File: config.mk
export PLATFORM = sky130hd
export DESIGN_NAME = debug_counter_reader
export DESIGN_NICKNAME = d
export VERILOG_FILES = /design/src/rtl/debug_counter_reader_pkg.sv /design/src/rtl/debug_counter_reader.sv
export SDC_FILE = /design/constraint.sdc
export NUM_CORES = 1
export LEC_CHECK = 0
export CAP_MARGIN = 20
export CORE_MARGIN = 3
export CORE_UTILIZATION = 53
export CTS_BUF_LIST = sky130_fd_sc_hd__clkbuf_4 sky130_fd_sc_hd__clkbuf_8
export DETAILED_ROUTE_END_ITERATION = 16
export MAX_ROUTING_LAYER = met4
export PLACE_DENSITY_LB_ADDON = 0.2
export SLEW_MARGIN = 20
export SYNTH_ARGS = -nofsm -noshare
export SYNTH_HDL_FRONTEND = slang
export SYNTH_SLANG_ARGS = --single-unit
File: constraint.sdc
create_clock -name clk -period 3.7 [get_ports clk]
set_clock_uncertainty 0.1 [all_clocks]
set_input_delay 0.74 -clock clk [delete_from_list [all_inputs] [get_ports clk]]
set_output_delay 0.74 -clock clk [all_outputs]
set_load 0.02 [all_outputs]
File: src/rtl/debug_counter_reader_pkg.sv
// Shared definitions for the debug counter readout: the frame FSM states,
// the frame constants and the snapshot byte selector.
package debug_counter_reader_pkg;

    typedef enum logic [1:0] {
        IDLE = 2'd0,
        SYNC = 2'd1,
        DATA = 2'd2,
        CSUM = 2'd3
    } dbg_state_e;

    localparam logic [7:0] DBG_SYNC_BYTE  = 8'hA5;
    localparam int         DBG_NUM_CNT    = 5;
    localparam int         DBG_DATA_BYTES = 40;
    localparam int         DBG_FRAME_LEN  = 42;
    localparam int         DBG_SNAP_W     = DBG_NUM_CNT * 64;
    localparam logic [5:0] DBG_LAST_IDX   = 6'(DBG_DATA_BYTES - 1);

    // Byte 0 is the most significant byte of the snapshot, so walking idx
    // upward sends the first counter MSB first, then the next counter, etc.
    function automatic logic [7:0] snap_byte(input logic [DBG_SNAP_W-1:0] snap,
                                             input logic [5:0]            idx);
        logic [8:0] lsb;
        lsb = 9'(DBG_SNAP_W - 8) - {idx, 3'b000};
        return snap[lsb +: 8];
    endfunction

endpackage

File: src/rtl/debug_counter_reader.sv
// Captures the five 64-bit debug counters on a snapshot request and streams
// them as a 42-byte frame: sync byte, 40 data bytes, XOR checksum.
//
// Byte handshake: a byte transfers on every rising edge where
// out_valid && out_ready. out_valid depends only on registered state, never
// on out_ready; while out_valid is high and out_ready low, out_data and the
// FSM state hold.
module debug_counter_reader
    import debug_counter_reader_pkg::*;
(
    input  logic        clk,
    input  logic        rst_n,
    input  logic        snap_req,
    input  logic [63:0] counter,
    input  logic [63:0] buffer_invalid_counter,
    input  logic [63:0] residual_counter,
    input  logic [63:0] intra_pred_counter,
    input  logic [63:0] sum_pred_counter,
    output logic [7:0]  out_data,
    output logic        out_valid,
    input  logic        out_ready,
    output logic        busy,
    output logic        frame_done,
    output dbg_state_e  fsm_state
);

    dbg_state_e            state;
    dbg_state_e            state_next;
    logic [DBG_SNAP_W-1:0] snapshot;
    logic [7:0]            xor_acc;
    logic [5:0]            byte_idx;
    logic [7:0]            data_byte;
    logic                  hs;

    assign out_valid = (state != IDLE);
    assign busy      = (state != IDLE);
    assign fsm_state = state;
    assign hs        = out_valid && out_ready;
    assign data_byte = snap_byte(snapshot, byte_idx);

    // Next-state decode for the frame sequencer.
    always_comb begin
        state_next = state;
        case (state)
            IDLE: if (snap_req) state_next = SYNC;
            SYNC: if (hs) state_next = DATA;
            DATA: if (hs && byte_idx == DBG_LAST_IDX) state_next = CSUM;
            CSUM: if (hs) state_next = IDLE;
            default: state_next = IDLE;
        endcase
    end

    // State register.
    always_ff @(posedge clk or negedge rst_n) begin
        if (!rst_n) state <= IDLE;
        else        state <= state_next;
    end

    // Snapshot capture, running checksum, byte index and done pulse.
    always_ff @(posedge clk or negedge rst_n) begin
        if (!rst_n) begin
            snapshot   <= '0;
            xor_acc    <= '0;
            byte_idx   <= '0;
            frame_done <= 1'b0;
        end else begin
            frame_done <= (state == CSUM) && hs;
            case (state)
                IDLE: begin
                    if (snap_req) begin
                        snapshot <= {counter, buffer_invalid_counter, residual_counter,
                                     intra_pred_counter, sum_pred_counter};
                        xor_acc  <= '0;
                        byte_idx <= '0;
                    end
                end
                DATA: begin
                    if (hs) begin
                        xor_acc <= xor_acc ^ data_byte;
                        // Index stops at the last byte so it never selects past the snapshot.
                        if (byte_idx != DBG_LAST_IDX) byte_idx <= byte_idx + 6'd1;
                    end
                end
                default: ;
            endcase
        end
    end

    // Output byte mux, decoded from registered state, index and checksum.
    always_comb begin
        out_data = 8'h00;
        case (state)
            SYNC:    out_data = DBG_SYNC_BYTE;
            DATA:    out_data = data_byte;
            CSUM:    out_data = xor_acc;
            default: out_data = 8'h00;
        endcase
    end

endmodule

==> results.tsv, run 1 <==
stage	metric	value	unit
grt	pin count of the biggest net entering global routing	191	
placement	HPWL after DPL	29.7	mm
synthesis	Area contributors post-synth	dfrtp_1 (55%), mux2_2 (26%), mux4_2 (8.3%), clkbuf_1 (1.1%), mux4_1 (1.0%)	
timing	Final Cycle Share	107	%
timing	RSZ-0062 raised after global routing	yes	
placement	placed inst area	0.0196	mm2
synthesis	synth unique cells	42	
run_status	status	finished with violations	
timing	Hold Fails Final Rpt	0	
routing	DRC violation count after routing	0	
final_layout	Post-layout nets	1762	
grt	GRT overflow	0	
timing	Min Clock Period, post-route	3970	ps
routing	drt total wl	41.2	mm
synthesis	dominant synthesized flop cell	dfrtp_1	
floorplan	row count	61	
final_layout	Final Util	75.4	%
min_path	Worst Hold Class	input port to async pin	
routing	Via density	5.59	
pwr	Final Power	17600	uW
placement	Port Buf Inserts	336	
floorplan	DIE HEIGHT	177	um
critical_path	CP Launch Type	flop	
floorplan	total core area	0.0282	mm2
timing	Worst-Margin Slew	1120	ps
pwr	Max VDD drop	0.412	mV
final_layout	register area	0.00844	mm2
clocking	clk buf depth	3	
placement	Placer Congestion	0.883	
grt	initial antenna violation count	5	
grt	gr usage total	27.0	%
critical_path	CP required	2860	ps
routing	vias	10400	
critical_path	largest fanout on the critical path	7	
timing	Setup-failing EPs final	8	
clocking	CTS tree	yes	
synthesis	number of flops mapped to enable cells by yosys	0	
synthesis	Syn. warnings	0	
synthesis	Mapped Area	0.0154	mm2
timing	setup slack after layout	-269	ps
clocking	Reg clk slew, reported paths	60	ps
final_layout	fraction of layout instances using a drive strength above 1	43.7	%
timing	Slew Viols, Final	0	
timing	relative slew slack	25.2	%
grt	vias in the first global route	11400	
final_layout	Layout Area Growth over Synthesis	38.0	%
synthesis	#FFs+latches synth	337	
timing	fmax	252	MHz
grt	first-pass GRT wire length	63.0	mm
final_layout	Multi-input gate area	0.00684	mm2
synthesis	sequential fraction of the synthesis area	54.7	%
clocking	CTS hold repair buffers	0	
synthesis	area share of the largest cell type after synthesis	54.7	%
clocking	CTS sink count	337	
clocking	H-tree lvl count	2	
routing	routed len/inst	22.2	um
clocking	CTS buffer count	54	
synthesis	Synth area leader	dfrtp_1	
critical_path	CP endpoint kind	output port	
critical_path	Arr. time, crit path	3130	ps
synthesis	FFs w/ async S/R, synth	100	%
final_layout	post-route cell area	0.0213	mm2
floorplan	die area	0.0312	mm2
critical_path	CP Class	flop to output port	
synthesis	Avg Cell Area, Syn	15.0	um2
routing	drt first pass iters	5	
pwr	leak pwr	0.00881	uW
pwr	power density over the cells	828	mW/mm2
routing	initial detailed-routing violation count	699	
routing	Post-DRT Antenna Nets	0	
floorplan	Initial Util	54.6	%
synthesis	Syn Inst Count	1026	
clocking	clock latency on the worst-skew pair	590	ps
synthesis	Syn Nets	1358	
clocking	clock root buffer	clkbuf_8	
floorplan	# IOs	337	
floorplan	Die X-Extent	177	um
final_layout	Fillers	1773	
timing	hold_ws	96.3	ps
run_status	failing checks	negative setup slack	
run	Max Cap Viol	0	
per-stage QoR:
| step | worst slack, ps | instances | TNS [ps] |
|---|---|---|---|
| 4_1_cts | -250 | 1847 | -1570 |
| 3_5_place_dp | -67.7 | 1734 | -145 |
| 6_report | -269 | 1856 | -1280 |
| 2_1_floorplan | 322 | 1026 | 0 |
| 3_3_place_gp | -60.6 | 1734 | -109 |
| 5_1_grt | -333 | 1855 | -2120 |
cell usage after synthesis (all sizes together), types with 5 or more instances:
library cell and number:
a21oi 18, a22oi 14, buf 23, clkbuf 45, dfrtp 337, ha 8, inv 7, mux2 350
mux2i 10, mux4 63, nand2 9, nor2 36, nor2b 8, nor3 15, nor4 5, o21ai 11
o22ai 22, or3 6, xor2 5
critical path: stages, from the launching register on:
cell and delay, ps:
dfrtp_4 550, buf_12 160, buf_12 100, mux4_2 490, a22oi_2 280, a21oi_2 110
or4_1 410, a32o_1 290, buf_6 140
kinds of logic after synthesis:
kind of cell / Yosys count / synth area share (%)
adder cells (fa/ha/maj): 8 / 0.649
AND/OR/NAND/NOR: 96 / 3.07
buffers and inverters: 75 / 2.34
XOR/XNOR: 8 / 0.454
multiplexers: 423 / 35.5
flip-flops: 337 / 54.7
AO/OA/AOI/OAI: 79 / 3.28
metal layers:
layer  wire [um]  share of wire (%)  track usage (%)  vias up
met5           0                  0                -        -
met4         941                2.3             7.86        0
met3        2480                6.0             4.80       73
met2       20400                 49             43.6      372
met1       17400                 42             35.7     5294
li1            -                  -                -     4641
power by group:
group / internal, uW / switching, uW / total [uW]
sequential: 5570 / 1060 / 6630
combinational: 4500 / 2930 / 7440
clock: 2100 / 1470 / 3560
area by class of cell:
type | instances | share of cell area [%]
repair buffers | 416 | 20.0
diodes | 6 | 0.0705
clock inverters | 11 | 0.652
inverters | 7 | 0.123
clock buffers | 87 | 5.18
multi-input cells | 614 | 32.1
well taps | 378 | 2.22
flip-flops and latches | 337 | 39.6
timing repair:
action | in CTS | in global routing
gates resized for setup | 89 | 21
setup endpoints to repair | 8 | 8
pin swaps | 15 | 9
setup buffers | 12 | 4
cloned | 3 | 0
worst paths after layout:
| path | cells past startpoint | to | startpoint | slack (ps) |
|---|---|---|---|---|
| max | 8 | out_data[1] | byte_idx[0] | -270 |
| min | 1 | snapshot[119] | rst_n | 100 |
| max reg2reg | 10 | xor_acc[6] | byte_idx[0] | 810 |
| min reg2reg | 1 | snapshot[214] | snapshot[214] | 400 |
| max in group asynchronous | 2 | snapshot[227] | rst_n | 2430 |
| min in group clk | 1 | snapshot[214] | snapshot[214] | 400 |
flip-flops by register name, summed over array words and instances, names as in the netlist:
register and count:
byte_idx 6, xor_acc 8, frame_done 1, fsm_state 2, snapshot 320
cells in the final DEF, fill, tap and decap left out, types with 4 or more instances in the layout:
cell               n
a21oi_2            7
clkbuf_8          72
inv_1              7
buf_4             57
xor2_1             5
nand2_1            8
a22oi_2           12
nor3_1            12
mux2_2           350
dfrtp_1          334
clkdlybuf4s50_1  327
or3_1              5
o21ai_0           10
a21oi_1           11
buf_12            18
buf_6             10
ha_1               8
clkbuf_4          15
nor4_1             4
clkinv_2           5
mux2i_1            5
mux4_2            61
diode_2            6
nor2b_1            8
nor2_1            32
o22ai_1           21
No activity file was read; power rests on OpenSTA's default activity.
==> run 2: changes to the inputs <==
--- a/config.mk
+++ b/config.mk
@@ -5,9 +5,10 @@
 export SDC_FILE = /design/constraint.sdc
 export NUM_CORES = 1
 export LEC_CHECK = 0
+export ABC_AREA = 1
 export CAP_MARGIN = 20
 export CORE_MARGIN = 3
-export CORE_UTILIZATION = 53
+export CORE_UTILIZATION = 40
 export CTS_BUF_LIST = sky130_fd_sc_hd__clkbuf_4 sky130_fd_sc_hd__clkbuf_8
 export DETAILED_ROUTE_END_ITERATION = 16
 export MAX_ROUTING_LAYER = met4
==> run 2 against run 1 <==
The run now ends clean; cell count up 66%; clock power up 4%; cell area up 3.6%; non-clock buffer count down 23; via count up 52%; sequential share of layout area down 1.4 points; worst hold slack better by 280 ps; sequential power down 3%; combinational power up 13%; critical path depth up 3; critical path type unchanged.
==> results.tsv, run 2 <==
stage	metric	value	unit
placement	pre-CTS setup slack	171	ps
routing	drt total wl	57.6	mm
placement	HPWL after DPL	38.3	mm
synthesis	FFs w/ async S/R, synth	100	%
placement	Placer Congestion	0.890	
synthesis	number of flops mapped to enable cells by yosys	0	
final_layout	Multi-input gate area	0.00724	mm2
synthesis	synth unique cells	27	
run	Max Cap Viol	0	
critical_path	Worst Setup EP	out_data[5]	
timing	Min Clock Period, post-route	3620	ps
placement	Port Buf Inserts	336	
clocking	clk buf depth	3	
synthesis	area share of the largest cell type after synthesis	52.3	%
timing	Hold Fails Final Rpt	0	
critical_path	most frequent CP cell	nand2_2	
critical_path	CP Class	flop to output port	
routing	vias	15800	
timing	fmax	276	MHz
grt	gr usage total	26.9	%
synthesis	Mapped Area	0.0161	mm2
grt	GRT overflow	0	
synthesis	Syn. warnings	0	
clocking	CTS buffer count	59	
run_status	status	completed	
min_path	Worst Hold Class	flop to flop	
synthesis	dominant synthesized flop cell	dfrtp_1	
critical_path	Levels on crit path	11	
clocking	H-tree lvl count	2	
synthesis	Syn Inst Count	2204	
final_layout	leading cell type in the layout, fill and taps excluded	nand2_1	
critical_path	CP endpoint kind	output port	
clocking	Reg clk slew, reported paths	60	ps
synthesis	Avg Cell Area, Syn	7.31	um2
critical_path	CP required	2860	ps
synthesis	Commonest cells post-synth	nand2_1 (1346), dfrtp_1 (337), nand3_1 (219)	
final_layout	max FFs per register	320	
floorplan	Initial Util	41.1	%
routing	Post-DRT Antenna Nets	0	
critical_path	largest fanout on the critical path	19	
synthesis	Syn Nets	2536	
floorplan	row count	72	
timing	Worst-Margin Slew	779	ps
routing	drt first pass iters	7	
critical_path	CP Launch Type	flop	
floorplan	DIE HEIGHT	207	um
synthesis	sequential fraction of the synthesis area	52.3	%
timing	setup slack after layout	79.2	ps
timing	Slew Viols, Final	0	
grt	initial antenna violation count	1	
synthesis	Synth area leader	dfrtp_1	
critical_path	CP cell instances	buf_12, buf_16, o21ai_1, o22ai_1, o211ai_1, nand2_2, nand2_2, nand2_2, nand2_1, nand2_1, buf_4	
timing	Setup-failing EPs final	0	
critical_path	Arr. time, crit path	2780	ps
clocking	clock root buffer	clkbuf_8	
final_layout	post-route cell area	0.0221	mm2
critical_path	Worst Setup SP	byte_idx[0]	
pwr	Max VDD drop	0.339	mV
critical_path	slowest cell delay on critical path	580	ps
pwr	power density over the cells	841	mW/mm2
timing	hold_ws	376	ps
final_layout	Layout Area Growth over Synthesis	36.9	%
synthesis	cell with the most instances after synthesis	nand2_1	
final_layout	Fillers	3642	
timing	RSZ-0062 raised after global routing	yes	
pwr	leak pwr	0.0112	uW
synthesis	#FFs+latches synth	337	
final_layout	register area	0.00844	mm2
final_layout	Final Util	56.3	%
routing	DRC violation count after routing	0	
critical_path	cells on worst reg2reg path	11	
floorplan	total core area	0.0392	mm2
final_layout	register with the most flip-flops	snapshot	
critical_path	Worst path slowest cell	dfrtp_4	
routing	Via density	5.11	
grt	pin count of the biggest net entering global routing	168	
final_layout	commonest cells after routing, fill and taps aside	nand2_1 (1330), dfrtp_1 (335), clkdlybuf4s50_1 (327)	
floorplan	Die X-Extent	207	um
timing	relative slew slack	48.1	%
critical_path	sum of buffers and inverters on the critical path	3	
critical_path	R2R Path Start	byte_idx[0]	
critical_path	R2R setup slack	1030	ps
clocking	CTS sink count	337	
final_layout	fraction of layout instances using a drive strength above 1	9.63	%
routing	initial detailed-routing violation count	1418	
critical_path	CP top delay family	compound AO/OA/AOI/OAI gates	
synthesis	Area contributors post-synth	dfrtp_1 (52%), nand2_1 (31%), nand3_1 (6.8%), clkbuf_1 (1.9%), nor2_1 (1.3%)	
clocking	clock latency on the worst-skew pair	660	ps
final_layout	Post-layout nets	2852	
routing	routed len/inst	18.7	um
timing	setup_tns	0	ps
timing	Final Cycle Share	97.9	%
grt	first-pass GRT wire length	87.1	mm
grt	vias in the first global route	15600	
final_layout	Top Registers	snapshot: 320 flops, xor_acc: 8 flops, byte_idx: 6 flops	
critical_path	Worst R2R End	byte_idx[4]	
floorplan	die area	0.0427	mm2
clocking	CTS tree	yes	
placement	placed inst area	0.0200	mm2
floorplan	# IOs	337	
==> run 2: changes by cell type in the layout (fill, tap and decap cells not counted), sizes merged, moves of 26 or more <==
cell / previous run / this run
mux2: 350 / 0
nand2: 9 / 1346
mux4: 63 / 0
buf: 89 / 57
nand3: 2 / 219
o21ai: 11 / 37
==> run 2: final cells by class <==
class | count | area share (%)
flip-flops and latches | 337 | 38.3
multi-input cells | 1708 | 32.8
repair buffers | 393 | 19.7
clock buffers | 96 | 5.39
well taps | 518 | 2.94
inverters | 20 | 0.465
clock inverters | 11 | 0.403
repair inverters | 1 | 0.0510
diodes | 1 | 0.0113
==> run 2: report_power, final <==
part	internal, uW	switching [uW]
sequential	5360	1080
clock	2100	1590
combinational	3290	5140
==> run 2: kinds of logic after synthesis <==
group,count (synthesis),share of synthesized area (%)
fa+ha+maj,8,0.621
buf+inv,159,4.60
xor+xnor,2,0.155
compound gates,73,2.69
flops,337,52.3
simple gates,1625,39.6
==> run 2: worst min path at each step <==
| stage | from | end | slack, ps | depth (start not counted) |
|---|---|---|---|---|
| floorplan | rst_n | byte_idx[0] | 340 | 0 |
| detailed placement | snapshot[267] | snapshot[267] | 360 | 2 |
| global route | snapshot[79] | snapshot[79] | 390 | 2 |
| CTS | snapshot[267] | snapshot[267] | 380 | 2 |
| finish | snapshot[282] | snapshot[282] | 380 | 2 |
| global placement | snapshot[272] | snapshot[272] | 360 | 2 |
==> run 2: what timing repair did <==
item                                    CTS  global route
pin swaps                                 7            24
hold buffers                              1             0
resized for setup                        61            68
buffers inserted                          2             4
gates cloned                              4            11
hold endpoints to repair                 18             0
endpoints found under the setup margin    8             8
==> run 2: worst register-to-register path, cell delays in order, from the launching register on <==
cell and delay [ps]:
dfrtp_4 580, buf_12 200, clkbuf_16 200, ha_1 230
nand2_1 100, o21ai_0 180, nor2_1 400, nor2_1 100
nor2_1 160, nand2_1 80, o21ai_0 140, a21oi_1 60
==> run 2: metal layers <==
layer,track usage [%],share of wire [%],vias to the layer above
li1,-,-,7508
met1,38.8,45,7516
met2,37.9,43,644
met3,5.00,8.3,109
met4,9.94,3.2,0
met5,-,0,-
==> run 2: through the flow <==
stage	power, uW	std cells
finish	18600	3085
global route	20000	3085
CTS	18000	3070
detailed placement	13900	2956
global placement	13700	2956
floorplan	11100	2204
